`config.mk`:
```
export PLATFORM = sky130hd
export DESIGN_NAME = uart_rx_core
export DESIGN_NICKNAME = d
export VERILOG_FILES = /design/src/rtl/uart_rx_core.sv
export SDC_FILE = /design/constraint.sdc
export NUM_CORES = 1
export LEC_CHECK = 0
export CAP_MARGIN = 20
export CELL_PAD_IN_SITES_DETAIL_PLACEMENT = 2
export CELL_PAD_IN_SITES_GLOBAL_PLACEMENT = 2
export CORE_MARGIN = 4
export CORE_UTILIZATION = 35
export CTS_CLUSTER_DIAMETER = 150
export DETAILED_ROUTE_END_ITERATION = 8
export PLACE_DENSITY_LB_ADDON = 0.1
export SYNTH_ARGS = -nofsm -noshare
export SYNTH_HDL_FRONTEND = slang
export SYNTH_SLANG_ARGS = --single-unit
```
`constraint.sdc`:
```
create_clock -name clk -period 2.15 [get_ports clk]
set_input_delay 0.43 -clock clk [delete_from_list [all_inputs] [get_ports clk]]
set_output_delay 0.43 -clock clk [all_outputs]
set_load 0.01 [all_outputs]
```
`src/rtl/uart_rx_core.sv`:
```
// UART receiver: 2-flop synchroniser, oversampled 3-point majority vote, one-entry valid/ready holding register.
// Define UART_RX_PARITY_EN to add a parity bit between data and stop (PARITY_ODD selects odd parity).
module uart_rx_core #(
    parameter int CLK_FREQ   = 100_000_000,
    parameter int BAUD       = 115_200,
    parameter int OVERSAMPLE = 16,
    parameter int DATA_BITS  = 8
`ifdef UART_RX_PARITY_EN
    ,
    parameter bit PARITY_ODD = 1'b0
`endif
) (
    input  logic                 clk,
    input  logic                 rst_n,
    input  logic                 rx_i,
    output logic [DATA_BITS-1:0] data_o,
    output logic                 valid_o,
    input  logic                 ready_i,
    output logic                 frame_err_o,
    output logic                 overrun_o,
`ifdef UART_RX_PARITY_EN
    output logic                 parity_err_o,
`endif
    output logic                 busy_o,
    output logic [2:0]           dbg_state
);
    localparam int DIV_RAW = CLK_FREQ / (BAUD * OVERSAMPLE);
    localparam int DIV     = (DIV_RAW < 1) ? 1 : DIV_RAW;
    localparam int DIV_W   = (DIV > 1) ? $clog2(DIV) : 1;
    localparam int SCNT_W  = $clog2(OVERSAMPLE);
    localparam int BIDX_W  = $clog2(DATA_BITS);

    typedef enum logic [2:0] {
        S_IDLE,
        S_START,
        S_DATA,
`ifdef UART_RX_PARITY_EN
        S_PARITY,
`endif
        S_STOP,
        S_WAIT
    } state_t;

    // Handshake: a byte transfers on every cycle where valid_o && ready_i are both high at the clk edge;
    // valid_o never drops without that transfer, and ready_i has no effect while valid_o is low.
    state_t              state, state_d;
    logic                sync1, sync2, rx_s;
    logic [DIV_W-1:0]    div_cnt;
    logic [SCNT_W-1:0]   scnt;
    logic [BIDX_W-1:0]   bidx;
    logic                samp_a, samp_b, bit_val, vote;
    logic [DATA_BITS-1:0] shreg;
    logic                tick, mid, wrap, last_bit;
    logic                start_frame, shift_en, par_en, complete;
    logic                par_bad, load;

    assign rx_s      = sync2;
    assign busy_o    = (state != S_IDLE);
    assign dbg_state = state;

    assign tick     = busy_o && (div_cnt == DIV_W'(DIV - 1));
    assign mid      = tick && (scnt == SCNT_W'(OVERSAMPLE / 2 + 1));
    assign wrap     = tick && (scnt == SCNT_W'(OVERSAMPLE - 1));
    assign last_bit = (bidx == BIDX_W'(DATA_BITS - 1));
    // Third sample is taken live on the vote tick itself.
    assign vote     = (samp_a & samp_b) | (samp_a & rx_s) | (samp_b & rx_s);
    assign load     = complete && vote && !par_bad && (!valid_o || ready_i);

    always_ff @(posedge clk) begin
        if (!rst_n) begin
            state <= S_IDLE;
        end else begin
            state <= state_d;
        end
    end

    always_comb begin
        state_d     = state;
        start_frame = 1'b0;
        shift_en    = 1'b0;
        par_en      = 1'b0;
        complete    = 1'b0;
        case (state)
            S_IDLE: begin
                if (!rx_s) begin
                    state_d     = S_START;
                    start_frame = 1'b1;
                end
            end
            S_START: begin
                if (mid && vote) begin
                    state_d = S_IDLE;
                end else if (wrap) begin
                    state_d = S_DATA;
                end
            end
            S_DATA: begin
                if (wrap) begin
                    shift_en = 1'b1;
                    if (last_bit) begin
`ifdef UART_RX_PARITY_EN
                        state_d = S_PARITY;
`else
                        state_d = S_STOP;
`endif
                    end
                end
            end
`ifdef UART_RX_PARITY_EN
            S_PARITY: begin
                par_en = mid;
                if (wrap) begin
                    state_d = S_STOP;
                end
            end
`endif
            S_STOP: begin
                // Finish at mid-stop so a back-to-back start edge is not missed.
                if (mid) begin
                    complete = 1'b1;
                    state_d  = S_WAIT;
                end
            end
            S_WAIT: begin
                if (rx_s) begin
                    state_d = S_IDLE;
                end
            end
            default: state_d = S_IDLE;
        endcase
    end

    always_ff @(posedge clk) begin
        if (!rst_n) begin
            sync1       <= 1'b1;
            sync2       <= 1'b1;
            div_cnt     <= '0;
            scnt        <= '0;
            bidx        <= '0;
            samp_a      <= 1'b1;
            samp_b      <= 1'b1;
            bit_val     <= 1'b1;
            shreg       <= '0;
            data_o      <= '0;
            valid_o     <= 1'b0;
            frame_err_o <= 1'b0;
            overrun_o   <= 1'b0;
        end else begin
            sync1 <= rx_i;
            sync2 <= sync1;

            if (state == S_IDLE || tick) begin
                div_cnt <= '0;
            end else begin
                div_cnt <= div_cnt + 1'b1;
            end

            if (state == S_IDLE || wrap) begin
                scnt <= '0;
            end else if (tick) begin
                scnt <= scnt + 1'b1;
            end

            if (start_frame) begin
                bidx <= '0;
            end else if (shift_en) begin
                bidx <= bidx + 1'b1;
            end

            if (tick && scnt == SCNT_W'(OVERSAMPLE / 2 - 1)) samp_a <= rx_s;
            if (tick && scnt == SCNT_W'(OVERSAMPLE / 2))     samp_b <= rx_s;
            if (mid) bit_val <= vote;
            if (shift_en) shreg <= {bit_val, shreg[DATA_BITS-1:1]};

            if (load) begin
                data_o  <= shreg;
                valid_o <= 1'b1;
            end else if (valid_o && ready_i) begin
                valid_o <= 1'b0;
            end

            frame_err_o <= complete && !vote;
            overrun_o   <= complete && vote && !par_bad && valid_o && !ready_i;
        end
    end

`ifdef UART_RX_PARITY_EN
    logic par_bit;

    assign par_bad = (^shreg) ^ par_bit ^ PARITY_ODD;

    always_ff @(posedge clk) begin
        if (!rst_n) begin
            par_bit      <= 1'b0;
            parity_err_o <= 1'b0;
        end else begin
            if (par_en) par_bit <= vote;
            parity_err_o <= complete && par_bad;
        end
    end
`else
    assign par_bad = 1'b0;
`endif

endmodule

```
==> results of run 1 <==
-- power groups by stage --
stage | clock [mW] | sequential (mW) | combinational (mW)
floorplan | 0 | 0.765 | 0.0226
global placement | 0 | 0.765 | 0.0421
detailed placement | 0 | 0.766 | 0.0448
CTS | 0.638 | 0.749 | 0.0452
global route | 0.685 | 0.750 | 0.0490
finish | 0.617 | 0.749 | 0.0445
-- final timing paths --
path,end,slack [ns],cells after the start
max,busy_o,0.16,3
min,rx_s,0.43,1
max reg2reg,bidx[2],0.34,6
min reg2reg,rx_s,0.43,1
-- registers in the layout (all words and copies together), names as in the netlist --
| name | cells |
|---|---|
| scnt | 4 |
| bit_val | 1 |
| div_cnt | 6 |
| samp_b | 1 |
| overrun_o | 1 |
| data_o | 8 |
| sync1 | 1 |
| rx_s | 1 |
| valid_o | 1 |
| shreg | 8 |
| bidx | 3 |
| samp_a | 1 |
| frame_err_o | 1 |
| dbg_state | 3 |
-- cells in the final DEF (no fill, tap or decap), types with 2 or more instances in the layout --
master / instances
sky130_fd_sc_hd__dfxtp_1: 40
sky130_fd_sc_hd__nor2_1: 24
sky130_fd_sc_hd__nand2_1: 20
sky130_fd_sc_hd__mux2i_1: 20
sky130_fd_sc_hd__clkdlybuf4s50_1: 18
sky130_fd_sc_hd__nand3_1: 7
sky130_fd_sc_hd__ha_1: 7
sky130_fd_sc_hd__inv_1: 6
sky130_fd_sc_hd__clkbuf_8: 5
sky130_fd_sc_hd__buf_4: 5
sky130_fd_sc_hd__o21ai_0: 4
sky130_fd_sc_hd__nor3_1: 4
sky130_fd_sc_hd__nor4_1: 4
sky130_fd_sc_hd__xnor2_1: 4
sky130_fd_sc_hd__xor2_1: 3
sky130_fd_sc_hd__a21oi_1: 3
sky130_fd_sc_hd__nand3b_1: 3
sky130_fd_sc_hd__nand2b_1: 3
sky130_fd_sc_hd__and3_1: 2
-- cell families after synthesis --
group / Yosys count
fa+ha+maj: 8
simple gates: 81
mux: 20
buf+inv: 11
flops: 40
compound gates: 13
xor+xnor: 7
-- critical path: stages (launching register included) --
cell,delay [ns]
sky130_fd_sc_hd__dfxtp_1,0.41
sky130_fd_sc_hd__nor3_4,0.28
sky130_fd_sc_hd__inv_1,0.09
sky130_fd_sc_hd__clkdlybuf4s50_1,0.49
-- layer usage --
metal | vias to the layer above | global-route usage, %
met5 | - | 0
met4 | 0 | 5.77
met1 | 670 | 17.9
met3 | 9 | 4.70
met2 | 18 | 27.1
li1 | 671 | -
-- through the flow --
step	power (mW)	setup WS [ns]	cells
6_report	1.41	0.159	273
5_1_grt	1.48	0.0616	273
4_1_cts	1.43	0.0687	273
3_5_place_dp	0.811	0.257	265
3_3_place_gp	0.808	0.276	265
2_1_floorplan	0.788	0.531	180
-- area by class of cell --
class	instances	area share (%)
Tap cell	67	3.94
Clock buffer	5	3.24
Multi-Input combinational cell	129	41.8
Inverter	6	1.06
Timing Repair Buffer	23	10.2
Sequential cell	40	37.7
Clock inverter	3	2.00
-- what timing repair did --
item,in CTS,in global routing
hold endpoints to repair,0,0
hold buffers,0,0
setup endpoints to repair,1,1
pin swaps,0,0
gates resized for setup,1,1
==> report_table.html, run 1 <==
<table>
<tr><th>Metric</th><th>Value</th></tr>
<tr><th colspan="2">Yosys</th></tr>
<tr><td>Count of yosys warnings during synthesis</td><td>0</td></tr>
<tr><td>Net count after synthesis</td><td>191</td></tr>
<tr><td>Share of the synthesized area in compound gates (AO/OA/AOI/OAI)</td><td>4.83%</td></tr>
<tr><td>Adder-Cell Fraction of Synth Area</td><td>5.62%</td></tr>
<tr><td>Number of register bits inferred by synthesis</td><td>40</td></tr>
<tr><td>Top-count cell post-synth</td><td>sky130_fd_sc_hd__dfxtp_1</td></tr>
<tr><td>Xor and xnor fraction of the mapped netlist area</td><td>about 3.5%</td></tr>
<tr><td>Largest family of logic cells by synthesized area</td><td>simple AND/OR/NAND/NOR gates</td></tr>
<tr><td>Commonest cells in the synthesized netlist</td><td>sky130_fd_sc_hd__dfxtp_1, sky130_fd_sc_hd__nor2_1, sky130_fd_sc_hd__mux2i_1, sky130_fd_sc_hd__nand2_1</td></tr>
<tr><td>Post-Synthesis Cells</td><td>180</td></tr>
<tr><td>Count of flip-flops with a built-in enable after synthesis</td><td>0</td></tr>
<tr><td>Ranking of synthesized cells by area</td><td>sky130_fd_sc_hd__dfxtp_1, sky130_fd_sc_hd__mux2i_1, sky130_fd_sc_hd__nor2_1</td></tr>
<tr><td>Proportion of synthesized chip area in sequential cells</td><td>around 46%</td></tr>
<tr><td>Number of distinct library cell variants in the gate-level netlist after synthesis</td><td>38</td></tr>
<tr><td>Simple-gate area share of the yosys netlist</td><td>25.1%</td></tr>
<tr><td>Share of Yosys cell area claimed by the top area cell type</td><td>roughly 46%</td></tr>
<tr><td>Most frequently used flop master after synthesis</td><td>sky130_fd_sc_hd__dfxtp_1</td></tr>
<tr><td>Share of cell area taken by muxes after synthesis</td><td>11.5%</td></tr>
<tr><td>Area of the mapped netlist</td><td>~1700 µm²</td></tr>
<tr><td>Dominant cell type by area after synthesis</td><td>sky130_fd_sc_hd__dfxtp_1</td></tr>
<tr><td>Share of async-settable or async-resettable flops after synthesis</td><td>0%</td></tr>
<tr><td>Post-Syn Area per Cell</td><td>roughly 9.6 µm²</td></tr>
<tr><th colspan="2">STA</th></tr>
<tr><td>Final period demand of the worst path</td><td>about 2 ns</td></tr>
<tr><td>Measured slew at the worst slew-check pin</td><td>approximately 0.51 ns</td></tr>
<tr><td>Hold WS</td><td>0.429 ns</td></tr>
<tr><td>Ratio of final minimum period to clock period</td><td>92.6%</td></tr>
<tr><td>Final-report setup violation count</td><td>0</td></tr>
<tr><td>Sum of negative setup slack</td><td>0 ns</td></tr>
<tr><td>Remaining max-slew budget at the tightest pin</td><td>around 66%</td></tr>
<tr><td>Clock skew</td><td>0.00759 ns</td></tr>
<tr><td>Number of slew-limit violations in the final report</td><td>0</td></tr>
<tr><td>Fmax</td><td>around 500 MHz</td></tr>
<tr><td>RSZ-0062 raised after global routing</td><td>false</td></tr>
<tr><td>Number of failing hold endpoints at the final stage</td><td>0</td></tr>
<tr><th colspan="2">Setup path</th></tr>
<tr><td>Start of the worst register-to-register path</td><td>div_cnt[0]</td></tr>
<tr><td>Worst Setup Path Type</td><td>reg2out</td></tr>
<tr><td>CP Launch Type</td><td>flop</td></tr>
<tr><td>Critical path capture point type</td><td>primary output</td></tr>
<tr><td>WP data required</td><td>between 1.5 and 2 ns</td></tr>
<tr><td>Start point of the critical path</td><td>dbg_state[0]</td></tr>
<tr><td>Data arrival at the endpoint of the critical path</td><td>1.56 ns</td></tr>
<tr><td>Crit path max fanout</td><td>9</td></tr>
<tr><th colspan="2">Power</th></tr>
<tr><td>Max IR drop VDD</td><td>438 µV</td></tr>
<tr><td>Power density relative to cell area</td><td>~660 nW/µm²</td></tr>
<tr><td>Internal portion of total power</td><td>1.11 mW</td></tr>
<tr><td>Switching part of the total power</td><td>21.5%</td></tr>
<tr><td>Fraction of power consumed by combinational cells</td><td>3.2%</td></tr>
<tr><td>Seq pwr share</td><td>53.1%</td></tr>
<tr><td>Switching power</td><td>~0.30 mW</td></tr>
<tr><td>Leakage power total</td><td>0.708 nW</td></tr>
<tr><td>Portion of total power attributed to the clock network</td><td>a little over two fifths</td></tr>
<tr><th colspan="2">Placed design</th></tr>
<tr><td>Standard cell area after detailed placement</td><td>2000 µm²</td></tr>
<tr><td>IO Port Bufs</td><td>18</td></tr>
<tr><td>Final HPWL DP</td><td>3260 µm</td></tr>
<tr><td>Routability congestion estimate</td><td>approximately 0.77</td></tr>
<tr><th colspan="2">Die</th></tr>
<tr><td>Chip Height</td><td>78.4 µm</td></tr>
<tr><td>Floorplan row count</td><td>25</td></tr>
<tr><td>Placeable Area</td><td>4750 µm²</td></tr>
<tr><td>Horizontal die dimension</td><td>78.4 µm</td></tr>
<tr><td>Die area</td><td>between 6000 and 7000 µm²</td></tr>
<tr><td>Number of ports placed on the die boundary</td><td>19</td></tr>
<tr><td>Initial Utilization</td><td>about 36%</td></tr>
<tr><th colspan="2">Global routing</th></tr>
<tr><td>Number of global-route vias before repair</td><td>1530</td></tr>
<tr><td>Pin count of the biggest net entering global routing</td><td>24</td></tr>
<tr><td>Total global routing overflow</td><td>0</td></tr>
<tr><td>Combined global-route utilization of all metal layers</td><td>15.6%</td></tr>
<tr><td>First-pass GRT wire length</td><td>7410 µm</td></tr>
<tr><td>Number of antenna violations at the first check in global routing</td><td>0</td></tr>
<tr><th colspan="2">Route</th></tr>
<tr><td>Total Routed Length</td><td>approximately 4300 µm</td></tr>
<tr><td>Met3 wirelength from detailed routing</td><td>between 100 and 150 µm</td></tr>
<tr><td>Routed length per placed instance</td><td>15.9 µm</td></tr>
<tr><td>DRC marker count from the first detailed-route iteration</td><td>50</td></tr>
<tr><td>Detail Route met2 WL</td><td>roughly 2300 µm</td></tr>
<tr><td>DRT antenna net count</td><td>0</td></tr>
<tr><td>Via count</td><td>1368</td></tr>
<tr><td>First-pass detailed-route iteration total</td><td>3</td></tr>
<tr><td>Avg Vias per Cell</td><td>5.01</td></tr>
<tr><td>Total DRC errors in the routed layout</td><td>0</td></tr>
<tr><td>Routed length on met1</td><td>1890 µm</td></tr>
<tr><td>Uppermost signal routing layer after detailed routing</td><td>met4</td></tr>
<tr><th colspan="2">Clock network</th></tr>
<tr><td>Clock H-tree levels</td><td>2</td></tr>
<tr><td>CTS max path bufs</td><td>2</td></tr>
<tr><td>Clk_lat worst skew</td><td>0.30 ns</td></tr>
<tr><td>Number of buffers added by the clock tree synthesis step</td><td>5</td></tr>
<tr><td>Buffer count from post-CTS setup fixing</td><td>0</td></tr>
<tr><td>Clock transition at path regs</td><td>0.08 ns</td></tr>
<tr><td>Total number of clock tree sinks</td><td>40</td></tr>
<tr><td>TritonCTS clock tree</td><td>done</td></tr>
<tr><td>Clock root buffer</td><td>sky130_fd_sc_hd__clkbuf_8</td></tr>
<tr><th colspan="2">Final layout</th></tr>
<tr><td>Area overhead of the layout relative to synthesis</td><td>22.5%</td></tr>
<tr><td>Multi-input combinational cell area</td><td>around 890 µm²</td></tr>
<tr><td>Layout cell share with drive strength beyond 1</td><td>10.2%</td></tr>
<tr><td>Area used by sequential logic in the layout</td><td>801 µm²</td></tr>
<tr><td>Number of diodes</td><td>0</td></tr>
<tr><td>Post-route design area</td><td>between 2000 and 2500 µm²</td></tr>
<tr><td>Filler instances</td><td>about 530</td></tr>
<tr><td>Final core area utilization</td><td>44.7%</td></tr>
<tr><td>Final nets</td><td>between 200 and 250</td></tr>
<tr><th colspan="2">Flow run</th></tr>
<tr><td>Max-Cap Viols</td><td>0</td></tr>
<tr><th colspan="2">Worst hold path</th></tr>
<tr><td>Worst Hold Launch</td><td>sync1</td></tr>
<tr><td>Path category of the worst min-delay check</td><td>reg2reg</td></tr>
<tr><th colspan="2">Outcome</th></tr>
<tr><td>Run status</td><td>complete, no violations</td></tr>
</table>
No activity file was read; power rests on OpenSTA's default activity.
==> run 2: changes to the inputs <==
--- a/config.mk
+++ b/config.mk
@@ -5,6 +5,7 @@
 export SDC_FILE = /design/constraint.sdc
 export NUM_CORES = 1
 export LEC_CHECK = 0
+export ABC_CLOCK_PERIOD_IN_PS = 2150
 export CAP_MARGIN = 20
 export CELL_PAD_IN_SITES_DETAIL_PLACEMENT = 2
 export CELL_PAD_IN_SITES_GLOBAL_PLACEMENT = 2
@@ -12,7 +13,7 @@
 export CORE_UTILIZATION = 35
 export CTS_CLUSTER_DIAMETER = 150
 export DETAILED_ROUTE_END_ITERATION = 8
-export PLACE_DENSITY_LB_ADDON = 0.1
+export PLACE_DENSITY = 0.84
 export SYNTH_ARGS = -nofsm -noshare
 export SYNTH_HDL_FRONTEND = slang
 export SYNTH_SLANG_ARGS = --single-unit
==> run 2 against run 1 <==
Effect of this change: first-iteration DRC count up 4.0%; design area up 0.82%; core utilization up 0.37 points; register-to-register slack worse by 0.05 ns; die area unchanged; sequential share of layout area down 0.31 points; global-route usage up 2.1 points; largest power group unchanged; via count up 3.8%; combinational power up 13%; power up 3.8%.
==> report_table.html, run 2 (synthesis gave the netlist of run 1 again) <==
<table>
<tr><th>Metric</th><th>Value</th></tr>
<tr><th colspan="2">Outcome</th></tr>
<tr><td>Run status</td><td>complete, no violations</td></tr>
<tr><th colspan="2">Clock network</th></tr>
<tr><td>Number of buffers added by the clock tree synthesis step</td><td>5</td></tr>
<tr><td>TritonCTS clock tree</td><td>done</td></tr>
<tr><td>Clock H-tree levels</td><td>2</td></tr>
<tr><td>Total number of clock tree sinks</td><td>40</td></tr>
<tr><td>Buffer count from post-CTS setup fixing</td><td>0</td></tr>
<tr><td>CTS max path bufs</td><td>2</td></tr>
<tr><td>Clock root buffer</td><td>sky130_fd_sc_hd__clkbuf_8</td></tr>
<tr><td>Clock transition at path regs</td><td>0.08 ns</td></tr>
<tr><td>Clk_lat worst skew</td><td>0.30 ns</td></tr>
<tr><th colspan="2">Power</th></tr>
<tr><td>Power density relative to cell area</td><td>683 nW/µm²</td></tr>
<tr><td>Leakage power total</td><td>0.721 nW</td></tr>
<tr><td>Max IR drop VDD</td><td>between 600 and 700 µV</td></tr>
<tr><th colspan="2">STA</th></tr>
<tr><td>Remaining max-slew budget at the tightest pin</td><td>between 60% and 70%</td></tr>
<tr><td>Final WS setup</td><td>0.105 ns</td></tr>
<tr><td>Fmax</td><td>489 MHz</td></tr>
<tr><td>Sum of negative setup slack</td><td>0 ns</td></tr>
<tr><td>Final period demand of the worst path</td><td>2.05 ns</td></tr>
<tr><td>Measured slew at the worst slew-check pin</td><td>0.544 ns</td></tr>
<tr><td>Ratio of final minimum period to clock period</td><td>95.1%</td></tr>
<tr><td>Final-report setup violation count</td><td>0</td></tr>
<tr><td>Number of failing hold endpoints at the final stage</td><td>0</td></tr>
<tr><td>RSZ-0062 raised after global routing</td><td>false</td></tr>
<tr><td>Number of slew-limit violations in the final report</td><td>0</td></tr>
<tr><td>Clock skew</td><td>0.00826 ns</td></tr>
<tr><td>Hold WS</td><td>between 0.4 and 0.5 ns</td></tr>
<tr><th colspan="2">Global routing</th></tr>
<tr><td>Combined global-route utilization of all metal layers</td><td>roughly 18%</td></tr>
<tr><td>Total global routing overflow</td><td>0</td></tr>
<tr><td>Met3 track utilization from global routing</td><td>3.78%</td></tr>
<tr><td>First-pass GRT wire length</td><td>8340 µm</td></tr>
<tr><td>Number of antenna violations at the first check in global routing</td><td>0</td></tr>
<tr><td>Met1 global-route usage</td><td>21.0%</td></tr>
<tr><td>Number of global-route vias before repair</td><td>1575</td></tr>
<tr><td>Met2 Usage GRT</td><td>31.9%</td></tr>
<tr><td>Pin count of the biggest net entering global routing</td><td>24</td></tr>
<tr><td>Most heavily used metal layer in global routing</td><td>met2</td></tr>
<tr><th colspan="2">Route</th></tr>
<tr><td>First-pass detailed-route iteration total</td><td>4</td></tr>
<tr><td>Total DRC errors in the routed layout</td><td>0</td></tr>
<tr><td>DRT antenna net count</td><td>0</td></tr>
<tr><td>Routed length per placed instance</td><td>18.2 µm</td></tr>
<tr><td>Avg Vias per Cell</td><td>5.18</td></tr>
<tr><td>DRC marker count from the first detailed-route iteration</td><td>52</td></tr>
<tr><td>Via count</td><td>1420</td></tr>
<tr><td>Total Routed Length</td><td>4990 µm</td></tr>
<tr><th colspan="2">Die</th></tr>
<tr><td>Floorplan row count</td><td>25</td></tr>
<tr><td>Placeable Area</td><td>4750 µm²</td></tr>
<tr><td>Initial Utilization</td><td>between 30 and 40%</td></tr>
<tr><td>Horizontal die dimension</td><td>78.4 µm</td></tr>
<tr><td>Chip Height</td><td>78.4 µm</td></tr>
<tr><td>Die area</td><td>6150 µm²</td></tr>
<tr><td>Number of ports placed on the die boundary</td><td>19</td></tr>
<tr><th colspan="2">Setup path</th></tr>
<tr><td>CP Launch Type</td><td>flop</td></tr>
<tr><td>Slowest cell on the critical path</td><td>sky130_fd_sc_hd__clkdlybuf4s50_1</td></tr>
<tr><td>Top Family by Delay on Critical Path</td><td>buffers and inverters</td></tr>
<tr><td>WP data required</td><td>1.72 ns</td></tr>
<tr><td>Critical path capture point type</td><td>primary output</td></tr>
<tr><td>Buffers plus inverters on the worst setup path</td><td>2</td></tr>
<tr><td>Worst Setup Path Type</td><td>reg2out</td></tr>
<tr><td>Worst stage delay on the critical path</td><td>roughly 0.49 ns</td></tr>
<tr><td>Chain of cells forming the critical path</td><td>nor3_4 &gt; inv_1 &gt; clkdlybuf4s50_1</td></tr>
<tr><td>Start point of the critical path</td><td>dbg_state[2]</td></tr>
<tr><td>Data arrival at the endpoint of the critical path</td><td>between 1.5 and 2 ns</td></tr>
<tr><td>Start of the worst register-to-register path</td><td>scnt[0]</td></tr>
<tr><td>Crit path max fanout</td><td>8</td></tr>
<tr><th colspan="2">Final layout</th></tr>
<tr><td>Area overhead of the layout relative to synthesis</td><td>23.5%</td></tr>
<tr><td>Final core area utilization</td><td>45.1%</td></tr>
<tr><td>Commonest non-fill, non-tap cell in the layout</td><td>sky130_fd_sc_hd__dfxtp_1</td></tr>
<tr><td>Leading cell types in the layout, fill and taps excluded</td><td>sky130_fd_sc_hd__dfxtp_1, sky130_fd_sc_hd__nor2_1, sky130_fd_sc_hd__nand2_1, sky130_fd_sc_hd__mux2i_1, sky130_fd_sc_hd__clkdlybuf4s50_1</td></tr>
<tr><td>Registers with the most flip-flops</td><td>data_o (8), shreg (8), div_cnt (6)</td></tr>
<tr><td>Post-route design area</td><td>2140 µm²</td></tr>
<tr><td>Final nets</td><td>~220</td></tr>
<tr><td>Layout cell share with drive strength beyond 1</td><td>10.6%</td></tr>
<tr><td>Number of diodes</td><td>0</td></tr>
<tr><th colspan="2">Placed design</th></tr>
<tr><td>Standard cell area after detailed placement</td><td>2010 µm²</td></tr>
<tr><td>Pre-CTS setup slack</td><td>~0.24 ns</td></tr>
<tr><td>Final HPWL DP</td><td>3570 µm</td></tr>
<tr><td>Routability congestion estimate</td><td>between 0.7 and 0.8</td></tr>
<tr><td>IO Port Bufs</td><td>18</td></tr>
<tr><th colspan="2">Worst hold path</th></tr>
<tr><td>Worst Hold Launch</td><td>sync1</td></tr>
<tr><td>Path category of the worst min-delay check</td><td>reg2reg</td></tr>
<tr><th colspan="2">Flow run</th></tr>
<tr><td>Max-Cap Viols</td><td>0</td></tr>
</table>
[run 2: changes by cell type in the layout (fill, tap and decap cells not counted)]
cell	before	now
sky130_fd_sc_hd__buf_4	5	6
sky130_fd_sc_hd__clkbuf_8	5	6
sky130_fd_sc_hd__clkinv_2	1	0
sky130_fd_sc_hd__clkinv_4	0	1
sky130_fd_sc_hd__clkinvlp_4	1	0
[run 2: worst reg2reg max path, stage by stage (launching register included)]
cell and delay (ns):
sky130_fd_sc_hd__dfxtp_1 0.46, sky130_fd_sc_hd__ha_1 0.27, sky130_fd_sc_hd__nand3_1 0.20, sky130_fd_sc_hd__nor4_4 0.25
sky130_fd_sc_hd__buf_4 0.27, sky130_fd_sc_hd__mux2i_1 0.25, sky130_fd_sc_hd__nor2_1 0.06
[run 2: area by class of cell]
type                            count  area [µm²]
Clock inverter                      2        38.8
Sequential cell                    40         801
Multi-Input combinational cell    129         890
Clock buffer                        6        82.6
Tap cell                           67        83.8
Fill cell                         534        2610
Inverter                            6        22.5
Timing Repair Buffer               24         225
[run 2: repair_timing]
action                     4_1_cts  5_1_grt
setup endpoints to repair        1        1
gates resized for setup          1        1
hold buffers                     0        0
[run 2: worst paths after layout]
| kind | cells past startpoint | slack [ns] | end |
|---|---|---|---|
| max | 3 | 0.10 | busy_o |
| min | 1 | 0.44 | rx_s |
| max reg2reg | 6 | 0.29 | shreg[7] |
| min reg2reg | 1 | 0.44 | rx_s |
[run 2: per-stage QoR]
stage / instances / power (mW)
CTS: 274 / 1.48
finish: 274 / 1.46
floorplan: 180 / 0.788
global placement: 266 / 0.809
detailed placement: 266 / 0.813
global route: 274 / 1.52
[run 2: power by group]
part	internal, mW	switching [mW]
registers	0.744	0.00355
clock network	0.380	0.287
logic	0.0210	0.0293
[run 2: per-layer routing]
layer	vias to the layer above	part of all wire, %
met5	-	0
met3	7	2.8
met2	24	52
met4	0	1.2
met1	711	44
li1	678	-
